### config.mk
export PLATFORM = sky130hd
export DESIGN_NAME = cfg_serial_loader
export DESIGN_NICKNAME = d
export VERILOG_FILES = /design/src/rtl/cfg_serial_pkg.sv /design/src/rtl/cfg_serial_shreg.sv /design/src/rtl/cfg_serial_loader.sv
export SDC_FILE = /design/constraint.sdc
export NUM_CORES = 1
export LEC_CHECK = 0
export ABC_AREA = 1
export BUFFER_PORTS_ARGS = -buffer_cell sky130_fd_sc_hd__buf_4
export CAP_MARGIN = 0
export CORE_ASPECT_RATIO = 1.4
export CORE_MARGIN = 4
export CORE_UTILIZATION = 40
export CTS_BUF_LIST = sky130_fd_sc_hd__clkbuf_4 sky130_fd_sc_hd__clkbuf_8
export DETAILED_ROUTE_END_ITERATION = 8
export GPL_ROUTABILITY_DRIVEN = 1
export PLACE_DENSITY_LB_ADDON = 0.15
export SLEW_MARGIN = 20
export SYNTH_ARGS = -nofsm -noshare
export SYNTH_HDL_FRONTEND = slang
export SYNTH_SLANG_ARGS = --single-unit
### constraint.sdc
create_clock -name clk -period 1.97 [get_ports clk]
set_input_delay 0.394 -clock clk [delete_from_list [all_inputs] [get_ports clk]]
set_output_delay 0.394 -clock clk [all_outputs]
set_load 0.02 [all_outputs]
### src/rtl/cfg_serial_pkg.sv
// rtl/cfg_serial_pkg.sv - shared types and sizing for the serial config loader
//
// Purpose : FSM state type, default frame length and bit-counter width for
//           cfg_serial_loader and its shift-register sub-module.
// Ports   : none (package).
// Config  : CFG_SERIAL_PARITY_EN adds one trailing even-parity bit per frame.

package cfg_serial_pkg;

  localparam int DEF_ADDR_W = 6;
  localparam int DEF_DATA_W = 12;

  // Payload bits per frame (address + data), excluding any parity bit.
  localparam int FRAME_LEN = DEF_ADDR_W + DEF_DATA_W;

`ifdef CFG_SERIAL_PARITY_EN
  localparam int PAR_BITS = 1;
`else
  localparam int PAR_BITS = 0;
`endif

  // The counter must reach required length + 1 so that a long frame stays
  // distinguishable from a correct one.
  localparam int CNT_W = $clog2(FRAME_LEN + PAR_BITS + 2);

  typedef enum logic {
    ST_IDLE  = 1'b0,
    ST_SHIFT = 1'b1
  } state_t;

  function automatic int cnt_width(input int req_len);
    return $clog2(req_len + 2);
  endfunction

endpackage

### src/rtl/cfg_serial_shreg.sv
// rtl/cfg_serial_shreg.sv - frame shift register with saturating bit counter
//
// Purpose : Collects serial bits MSB first and counts them. The counter
//           saturates at WIDTH+1; the shift register freezes once WIDTH bits
//           are held so overlong frames cannot corrupt the captured prefix.
// Ports   : clk, rst          - clock, asynchronous active-high reset
//           i_load_first      - first bit of a new frame (restarts count at 1)
//           i_shift           - further frame bit
//           i_bit             - serial bit being sampled
//           o_shreg [WIDTH]   - collected bits, last received bit in [0]
//           o_cnt   [CNT_W]   - number of bits received (saturating)

import cfg_serial_pkg::*;

module cfg_serial_shreg #(
  parameter int WIDTH = FRAME_LEN,
  parameter int CNT_W = cfg_serial_pkg::CNT_W
) (
  input  logic             clk,
  input  logic             rst,
  input  logic             i_load_first,
  input  logic             i_shift,
  input  logic             i_bit,
  output logic [WIDTH-1:0] o_shreg,
  output logic [CNT_W-1:0] o_cnt
);

  localparam logic [CNT_W-1:0] L_FULL = CNT_W'(WIDTH);
  localparam logic [CNT_W-1:0] L_SAT  = CNT_W'(WIDTH + 1);

  logic [WIDTH-1:0] r_shreg;
  logic [CNT_W-1:0] r_cnt;

  always_ff @(posedge clk or posedge rst) begin
    if (rst) begin
      r_shreg <= '0;
      r_cnt   <= '0;
    end else if (i_load_first) begin
      r_shreg <= {{(WIDTH-1){1'b0}}, i_bit};
      r_cnt   <= CNT_W'(1);
    end else if (i_shift) begin
      if (r_cnt < L_FULL) begin
        r_shreg <= {r_shreg[WIDTH-2:0], i_bit};
      end
      if (r_cnt != L_SAT) begin
        r_cnt <= r_cnt + 1'b1;
      end
    end
  end

  assign o_shreg = r_shreg;
  assign o_cnt   = r_cnt;

endmodule

### src/rtl/cfg_serial_loader.sv
// rtl/cfg_serial_loader.sv - serial frame to register-map write strobe
//
// Purpose : Receives {addr, data} frames on sdi while sen is high and, when
//           sen drops after exactly the required number of bits, issues a
//           one-cycle write strobe with the captured address and data.
//           Wrong-length (or, with parity, bad-parity) frames are dropped and
//           latch the sticky frame_err flag.
// Ports   : clk, rst   - clock, asynchronous active-high reset
//           sen, sdi   - frame enable and serial data (MSB first)
//           err_clr    - synchronous clear of frame_err (a coincident set wins)
//           valid      - one-cycle write strobe
//           addr, data - write address/data, held between writes
//           busy       - frame in progress
//           frame_err  - sticky dropped-frame flag
//           wr_cnt     - accepted-write counter, wraps at 256
// Config  : CFG_SERIAL_PARITY_EN - frame carries a trailing even-parity bit.

import cfg_serial_pkg::*;

module cfg_serial_loader #(
  parameter int ADDR_W = DEF_ADDR_W,
  parameter int DATA_W = DEF_DATA_W
) (
  input  logic              clk,
  input  logic              rst,
  input  logic              sen,
  input  logic              sdi,
  input  logic              err_clr,
  output logic              valid,
  output logic [ADDR_W-1:0] addr,
  output logic [DATA_W-1:0] data,
  output logic              busy,
  output logic              frame_err,
  output logic [7:0]        wr_cnt
);

  localparam int L_FRAME_LEN = ADDR_W + DATA_W;
  localparam int L_REQ_LEN   = L_FRAME_LEN + PAR_BITS;
  localparam int L_CNT_W     = cnt_width(L_REQ_LEN);

  state_t r_state;
  state_t w_state_nxt;

  logic                 w_load_first;
  logic                 w_shift;
  logic                 w_close;
  logic                 w_len_ok;
  logic                 w_par_ok;
  logic                 w_accept;
  logic                 w_drop;
  logic [L_REQ_LEN-1:0] w_shreg;
  logic [L_CNT_W-1:0]   w_cnt;

  logic              r_valid;
  logic [ADDR_W-1:0] r_addr;
  logic [DATA_W-1:0] r_data;
  logic              r_frame_err;
  logic [7:0]        r_wr_cnt;

  cfg_serial_shreg #(
    .WIDTH (L_REQ_LEN),
    .CNT_W (L_CNT_W)
  ) u_shreg (
    .clk          (clk),
    .rst          (rst),
    .i_load_first (w_load_first),
    .i_shift      (w_shift),
    .i_bit        (sdi),
    .o_shreg      (w_shreg),
    .o_cnt        (w_cnt)
  );

  always_ff @(posedge clk or posedge rst) begin
    if (rst) begin
      r_state <= ST_IDLE;
    end else begin
      r_state <= w_state_nxt;
    end
  end

  always_comb begin
    w_state_nxt  = r_state;
    w_load_first = 1'b0;
    w_shift      = 1'b0;
    w_close      = 1'b0;
    case (r_state)
      ST_IDLE: begin
        if (sen) begin
          w_load_first = 1'b1;
          w_state_nxt  = ST_SHIFT;
        end
      end
      ST_SHIFT: begin
        if (sen) begin
          w_shift = 1'b1;
        end else begin
          w_close     = 1'b1;
          w_state_nxt = ST_IDLE;
        end
      end
      default: begin
        w_state_nxt = ST_IDLE;
      end
    endcase
  end

  assign w_len_ok = (w_cnt == L_CNT_W'(L_REQ_LEN));

`ifdef CFG_SERIAL_PARITY_EN
  // Even parity: XOR over payload plus parity bit must be zero.
  assign w_par_ok = ~(^w_shreg);
`else
  assign w_par_ok = 1'b1;
`endif

  assign w_accept = w_close & w_len_ok & w_par_ok;
  assign w_drop   = w_close & ~w_accept;

  always_ff @(posedge clk or posedge rst) begin
    if (rst) begin
      r_valid     <= 1'b0;
      r_addr      <= '0;
      r_data      <= '0;
      r_frame_err <= 1'b0;
      r_wr_cnt    <= '0;
    end else begin
      r_valid <= w_accept;
      if (w_accept) begin
        // Address occupies the oldest bits; any parity bit sits below data.
        r_addr   <= w_shreg[L_REQ_LEN-1 -: ADDR_W];
        r_data   <= w_shreg[PAR_BITS +: DATA_W];
        r_wr_cnt <= r_wr_cnt + 8'd1;
      end
      if (w_drop) begin
        r_frame_err <= 1'b1;
      end else if (err_clr) begin
        r_frame_err <= 1'b0;
      end
    end
  end

  assign valid     = r_valid;
  assign addr      = r_addr;
  assign data      = r_data;
  assign busy      = (r_state == ST_SHIFT);
  assign frame_err = r_frame_err;
  assign wr_cnt    = r_wr_cnt;

endmodule

# Word level (Yosys, flattened, before mapping)
# Cells that the tools add are included.
[word_totals] register_bits=52 latchBits=0 ram_bits=0 romBits=0 inputBits=5 output_inout_bits=29 elab_cells=35 n_memories=0
[classes] addsub=2 mul=0 div=0 n_lt_le_gt_ge=1 n_eq_ne=2 n_shift=0 mux=13 bitwise=3 n_reduce_logical=6
[op_table] op="18-bit two-way mux" count=3
[op_table] op="5-bit two-way mux" count=3
[op_table] op="8-bit by 1-bit adder with 8-bit output, second input constant" count=1
[op_table] op="2-bit nonzero test" count=4
[op_table] op="1-bit two-way mux" count=7
[op_table] op="5-bit by 1-bit adder with 5-bit output, second input constant" count=1
[op_table] op="5-bit == test, second input constant" count=1
[op_table] op="5-bit < comparator, second input constant" count=1
[op_table] op="5-bit != test, second input constant" count=1
[op_table] op="2-bit AND reduction" count=2
[op_table] op="1-bit bitwise AND" count=2
[op_table] op="1-bit inverter" count=1

# Longest topological paths before layout
# Gate-level depths: netlist of the first run.
[depth] ltp_word=6 mapped_depth=9 ltp_nobuf=8

# Hierarchy
# Synthesis of the first run repeated with hierarchy kept, for this count alone.
[hier_totals] hier_cells=296 hier_area_um2=2439.8
[modules_own_cells] module="cfg_serial_loader" n_inst=1 cells_each=156 area_per_inst_um2=1282.5 seq_area_each_um2=725.7
[modules_own_cells] module="cfg_serial_shreg" n_inst=1 cells_each=140 area_per_inst_um2=1157.4 seq_area_each_um2=575.6

# Worst setup path after synthesis of the first run
# Ideal clock, no wire load.
[synth_timing] kind="reg2reg" from="reg r_state (netlist: busy)" to="reg r_wr_cnt[3] (netlist: wr_cnt[3])" setup_ps=117 t_arrival_ps=1213 required_ps=1853 slack_ps=641 stages_incl_launch_ff=9 n_path_buf=3 period_less_slack_ps=1329 path_cell_list="dfrtp_1 > buf_4 > inv_2 > nor2_2 > nand3_2 > buf_6 > buf_6 > nand2_1 > nand2_1"
[synth_between] elab_chain_cells=2
[synth_lines] item="start, declared" line="cfg_serial_loader.sv:41" source="state_t r_state;"
[synth_lines] item="start signal, assigned" line="cfg_serial_loader.sv:77" source="r_state <= w_state_nxt;"
[synth_lines] item="1-bit two-way mux" line="cfg_serial_loader.sv:86" source="case (r_state)"
[synth_lines] item="1-bit bitwise AND" line="cfg_serial_loader.sv:116" source="assign w_accept = w_close & w_len_ok & w_par_ok;"
[synth_lines] item="end signal, assigned" line="cfg_serial_loader.sv:132" source="r_wr_cnt <= r_wr_cnt + 8'd1;"
[synth_lines] item="end, declared" line="cfg_serial_loader.sv:58" source="logic [7:0] r_wr_cnt;"
# No other way between the ends.
# A chain may end at the register's enable or synchronous reset.

# Worst setup path in the final report of the first run
[layout_timing] from="reg u_shreg.r_cnt[0] (netlist: u_shreg.o_cnt[0])" to="reg r_wr_cnt[2] (netlist: wr_cnt[2])"
[layout_between] elab_chain_cells=2
[layout_lines] item="start, declared" line="cfg_serial_shreg.sv:32" source="logic [CNT_W-1:0] r_cnt;"
[layout_lines] item="start signal, assigned" line="cfg_serial_shreg.sv:46" source="r_cnt <= r_cnt + 1'b1;"
[layout_lines] item="5-bit == test" line="cfg_serial_loader.sv:107" source="assign w_len_ok = (w_cnt == L_CNT_W'(L_REQ_LEN));"
[layout_lines] item="1-bit bitwise AND" line="cfg_serial_loader.sv:116"
# No other way between the ends.

==> flow_summary_export.csv, run 1 <==
group,metric,value,unit
logic_synthesis,synth_xor_area_share,1.080,%
routing,ant_nets,0,
logic_synthesis,syn-num-nets,307,
layout,stdcell_area,2819,sq um
setup_path,rr_startpoint,"u_shreg.o_cnt[0]$_DFFE_PP0P_",
timing,relSlewSlack,71.89,%
routing,routed_wl,4.716,mm
layout,final_common_cell,"nand2_1",
setup_path,r2r_slack,0.47,ns
timing,finClkSkew,0.009453,ns
clock_tree,cts_tree,"yes",
floorplan,fp.dieArea,7413,sq um
floorplan,rows,33,
setup_path,crit_chain,"inv_1, ha_1, nand2_1, inv_1, nand3_2, inv_1, o21ai_0, o21ai_0",
grt,first_global_vias,1801,
clock_tree,cts_made_buffers,5,
layout,multi_input_area,933.4,sq um
floorplan,die_h,100.3,um
grt,grt_start_max_net_pins,53,
timing,worst-slew-pin-transition,0.4211,ns
clock_tree,clock_path_buffers,2,
floorplan,die_x,73.92,um
floorplan,core_area,5904,sq um
timing,rsz0062_at_grt,"false",
timing,max_clock_freq,668.2,MHz
place,io_buffer_count,33,
timing,layout_setup_ws,0.4734,ns
timing,setup_violations,0,
power,p_leak,1.507,nW
clock_tree,clkLatencyLatePin,0.30,ns
setup_path,crit_start,"u_shreg.o_cnt[0]$_DFFE_PP0P_",
power,power_density,741.6,nW/um^2
clock_tree,cts.sinks,52,
hold_path,hold_class,"in -> async",
setup_path,crit_path_end,"wr_cnt[2]$_DFFE_PP0P_",
setup_path,ff2ff_path_depth,8,
place,place_hpwl,3.270,mm
timing,tns,0,ns
logic_synthesis,syn_avg_cell_area,8.139,sq um
logic_synthesis,synth_cell_types,24,
logic_synthesis,synth_top_family_by_area,"simple AND/OR/NAND/NOR gates",
logic_synthesis,syn-instance-count,299,
routing,wl_per_cell,11.76,um
logic_synthesis,ys_seq_area_share,53.47,%
timing,maxSlewViolCount,0,
clock_tree,ctsRootBufferMaster,"clkbuf_8",
grt,grt_pass1_wl,8.100,mm
clock_tree,post_cts_resized,0,
layout,area_growth,15.84,%
logic_synthesis,muxShareOfSynthArea,0,%
layout,final_cells,401,
layout,final_nets,338,
setup_path,path_max_fanout,13,
place,place_worst_setup_slack,0.4316,ns
layout,drive_gt1_share,16.31,%
setup_path,crit_top_cell,"inv_1",
status,status,"completed",
setup_path,crit_path_max_incr_delay,0.41,ns
job,maxCapViolCount,0,
setup_path,crit_path_top_delay_cell,"dfrtp_1",
place,placedCellCount,393,
floorplan,initial_core_util,41.22,%
routing,drc,0,
setup_path,cp.required,2.20,ns
power,peakVddDrop,556.5,uV
setup_path,worstSetupEndpointType,"register",
grt,overflow,0,
grt,grt_util_all_layers,13.90,%
timing,min_period_over_period,75.97,%
logic_synthesis,ys_ff_latch,52,
place,gp_congestion,0.7910,
logic_synthesis,yosys.area_share.adder,1.542,%
layout,final_cell_mix,"nand2_1 (121), dfrtp_1 (52), buf_4 (36)",
timing,period_needed,1.497,ns
grt,antenna_found_initial,0,
routing,vias,1910,
setup_path,start_kind,"register",
clock_tree,htreeDepth,2,
power,finalPower,2.091,mW
layout,seqCellArea,1301,sq um
logic_synthesis,synth_warnings,0,
routing,drtIter0Drc,78,
floorplan,ioPinCount,34,
logic_synthesis,synth_compound_area_share,4.010,%
routing,drt-vias-per-instance,4.763,
clock_tree,postCtsSetupBuffers,0,
setup_path,crit_type,"reg -> reg",
timing,hold_ws,0.1295,ns
layout,postLayoutCoreUtil,47.74,%
layout,fillers,596,
place,place_area,2721,sq um
timing,finalHoldViolCount,0,
logic_synthesis,yosys.area_share.simple,31.72,%
layout,n_antenna_cell,0,
clock_tree,path_clk_slew,0.10,ns
clock_tree,ctsHoldBuffers,0,
setup_path,r2r_end,"wr_cnt[2]$_DFFE_PP0P_",
logic_synthesis,synthesis.area,2434,sq um
routing,drtPass1Iterations,4,
setup_path,arrival,1.73,ns
## per-layer routing
metal	track usage, %	routed length (um)	up-vias
li1	-	-	976
met1	16.61	2094	899
met2	23.63	2362	30
met3	3.607	200	5
met4	5.021	59	0
met5	0	0	-
## power by group
part	internal (mW)	switching, mW
combinational	0.0983	0.172
clock	0.300	0.348
sequential	1.12	0.0548
total	1.52	0.575
## final cells by class
cell class	instances	share of cell area, %
sequential	52	46.16
multi-input combinational	205	33.11
timing repair buffer	37	10.30
inverter	29	3.862
clock buffer	7	3.196
tap	70	3.107
clock inverter	1	0.2663
## how the worst min path moves through the flow
stage,start,to,slack [ns],cells past startpoint
floorplan,sen,busy$_DFF_PP0_,0.43,0
global placement,u_shreg.o_shreg[2]$_DFFE_PP0P_,u_shreg.o_shreg[2]$_DFFE_PP0P_,0.45,2
detailed placement,u_shreg.o_shreg[7]$_DFFE_PP0P_,u_shreg.o_shreg[7]$_DFFE_PP0P_,0.46,2
CTS,rst,wr_cnt[3]$_DFFE_PP0P_,0.14,3
global route,rst,wr_cnt[3]$_DFFE_PP0P_,0.15,3
finish,rst,addr[1]$_DFFE_PP0P_,0.13,3
## kinds of logic after synthesis
family / count (synthesis)
XOR/XNOR: 3
AO/OA/AOI/OAI: 19
buffers and inverters: 42
flip-flops: 52
adder cells (fa/ha/maj): 3
AND/OR/NAND/NOR: 180
## cell usage after synthesis
cell	count	area, sq um
buf_4	3	22.52
inv_1	28	105.1
o21ai_1	1	5.000
xnor2_1	1	8.760
nand3_2	1	10.01
o21bai_1	1	7.510
nand4_1	2	12.51
nor2_4	1	11.26
nand2_4	2	22.52
buf_6	3	33.78
clkbuf_1	1	3.750
nand2_2	1	6.260
buf_2	6	30.03
nand3b_1	5	37.54
nand3_4	1	17.52
nand2_1	121	454.2
dfrtp_1	52	1301
nand3_1	20	100.1
inv_2	1	3.750
xor2_1	2	17.52
nor2_1	25	93.84
o21ai_0	17	85.08
ha_1	3	37.54
nor2_2	1	6.260
## flip-flops by register name, summed over array words and instances, names as in the netlist
signal           flops
addr                 6
busy                 1
data                12
frame_err            1
u_shreg.o_cnt        5
u_shreg.o_shreg     18
valid                1
wr_cnt               8
## worst max-delay path: cells and delay by family (launching register included)
kind                     cells  cell delay, ns
AO/OA/AOI/OAI                2            0.23
flip-flops                   1            0.41
buffers and inverters        3            0.49
AND/OR/NAND/NOR              2            0.16
adder cells (fa/ha/maj)      1            0.15
No activity file was read; power rests on OpenSTA's default activity.
==> inputs of run 2 (changes only) <==
Clock period 1.97 ns to 1.5 ns, I/O delays scaled along.
==> flow_summary_export.csv, run 2 (same netlist as run 1, synthesis figures left out) <==
group,metric,value,unit
power,netSwitchingPower,0.7812,mW
power,p_leak,1.560,nW
routing,wl_per_cell,11.83,um
routing,drtPass1Iterations,4,
setup_path,path_max_fanout,31,
floorplan,initial_core_util,41.22,%
setup_path,cp.required,1.70,ns
clock_tree,clock_path_buffers,2,
floorplan,rows,33,
layout,fillers,582,
clock_tree,clkLatencyLatePin,0.30,ns
job,maxCapViolCount,0,
clock_tree,cts.sinks,52,
clock_tree,path_clk_slew,0.10,ns
routing,drc,0,
layout,largest_reg_flops,18,
layout,area_growth,22.01,%
timing,period_needed,1.380,ns
setup_path,crit_chain,"inv_1, ha_1, nand2_1, inv_2, nand3_4, buf_12, o21ai_1, nand2_1",
timing,rsz0062_at_grt,"false",
power,power_density,1037,nW/um^2
clock_tree,cts_tree,"yes",
timing,layout_setup_ws,0.1204,ns
clock_tree,postCtsSetupBuffers,0,
place,io_buffer_count,33,
timing,worst-slew-pin-transition,0.3317,ns
layout,final_nets,347,
grt,first_global_vias,1863,
setup_path,crit_path_max_incr_delay,0.40,ns
place,gp_congestion,0.7909,
routing,routed_wl,4.850,mm
power,p_clk_share,37.2,%
timing,tns,0,ns
grt,grt_start_max_net_pins,53,
clock_tree,htreeDepth,2,
routing,ant_nets,0,
setup_path,start_kind,"register",
setup_path,worst-path-stages,8,
timing,finalHoldViolCount,0,
setup_path,crit_buf_inv,3,
timing,relSlewSlack,77.80,%
layout,seqCellArea,1301,sq um
floorplan,die_x,73.92,um
timing,setup_violations,0,
layout,final_common_cell,"nand2_1",
timing,maxSlewViolCount,0,
layout,drive_gt1_share,19.41,%
place,place_worst_setup_slack,0.03522,ns
setup_path,ff2ff_path_depth,8,
grt,grt_pass1_wl,8.321,mm
clock_tree,cts_made_buffers,5,
setup_path,crit_type,"reg -> reg",
power,peakVddDrop,661.9,uV
layout,n_antenna_cell,0,
grt,overflow,0,
power,power_frac_seq,49.5,%
layout,postLayoutCoreUtil,50.29,%
hold_path,hold_class,"in -> async",
power,switching_share,25.37,%
grt,grt_util_all_layers,14.14,%
floorplan,die_h,100.3,um
setup_path,crit_top_cell,"nand2_1",
routing,drt-vias-per-instance,4.654,
setup_path,arrival,1.58,ns
layout,final_cell_mix,"nand2_1 (121), dfrtp_1 (52), buf_4 (42)",
clock_tree,ctsRootBufferMaster,"clkbuf_8",
grt,antenna_found_initial,0,
setup_path,critical_path.top_delay_family,"flip-flops",
routing,vias,1908,
timing,finClkSkew,0.007969,ns
setup_path,worstSetupEndpointType,"register",
floorplan,ioPinCount,34,
power,internal_power,2.298,mW
setup_path,crit_path_top_delay_cell,"dfrtp_1",
floorplan,core_area,5904,sq um
power,finalPower,3.079,mW
status,status,"completed",
power,power_frac_comb,13.3,%
place,place_hpwl,3.358,mm
floorplan,fp.dieArea,7413,sq um
timing,min_period_over_period,91.97,%
routing,drtIter0Drc,47,
layout,multi_input_area,943.4,sq um
timing,max_clock_freq,724.9,MHz
-- run 2: per-layer routing --
metal | share of wire [%] | GRT usage, % | wire, um
met2 | 51 | 25.27 | 2496
met3 | 3.1 | 2.806 | 151
met1 | 44 | 16.76 | 2153
met5 | 0 | 0 | 0
met4 | 0.99 | 4.184 | 48
-- run 2: layout make-up --
cell class / count / area share (%)
repair inverters: 1 / 0.2528
clock inverters: 3 / 2.318
inverters: 29 / 3.919
flip-flops and latches: 52 / 43.83
repair buffers: 45 / 12.64
clock buffers: 5 / 2.318
well taps: 70 / 2.950
multi-input cells: 205 / 31.77
-- run 2: worst min-delay path: cells and delay by family --
kind / cells / cell delay (ns)
buffers and inverters: 3 / 0.45
-- run 2: timing repair --
| action | in CTS | in global routing |
|---|---|---|
| pin swaps | 0 | 0 |
| hold endpoints to repair | 0 | 0 |
| endpoints found under the setup margin | 1 | 14 |
| hold buffers | 0 | 0 |
| cloned | 0 | 1 |
| resized for setup | 1 | 7 |
-- run 2: path summary, 6_finish.rpt --
path                            slack (ns)                             end                            from
worst max-delay path                  0.12           wr_cnt[5]$_DFFE_PP0P_    u_shreg.o_cnt[0]$_DFFE_PP0P_
worst min-delay path                  0.05           wr_cnt[0]$_DFFE_PP0P_                             rst
worst max register to register        0.12           wr_cnt[5]$_DFFE_PP0P_    u_shreg.o_cnt[0]$_DFFE_PP0P_
worst min register to register        0.48  u_shreg.o_shreg[8]$_DFFE_PP0P_  u_shreg.o_shreg[8]$_DFFE_PP0P_
max in group asynchronous             1.22             data[0]$_DFFE_PP0P_                             rst
min in group clk                      0.15                  busy$_DFF_PP0_                             sen
-- run 2: through the flow --
step | instances | instance area, sq um | hold slack [ns]
6_report | 410 | 2969 | 0.05170
3_5_place_dp | 401 | 2810 | 0.3986
3_3_place_gp | 401 | 2810 | 0.3955
4_1_cts | 409 | 2952 | 0.05495
2_1_floorplan | 299 | 2437 | 0.3314
5_1_grt | 410 | 2969 | 0.05824
-- run 2: power groups by stage --
stage	Combinational [mW]	Clock [mW]	Sequential (mW)
3_5_place_dp	0.412	0	1.55
6_report	0.409	1.15	1.52
2_1_floorplan	0.278	0	1.56
3_3_place_gp	0.407	0	1.55
5_1_grt	0.473	1.23	1.53
4_1_cts	0.413	1.19	1.52
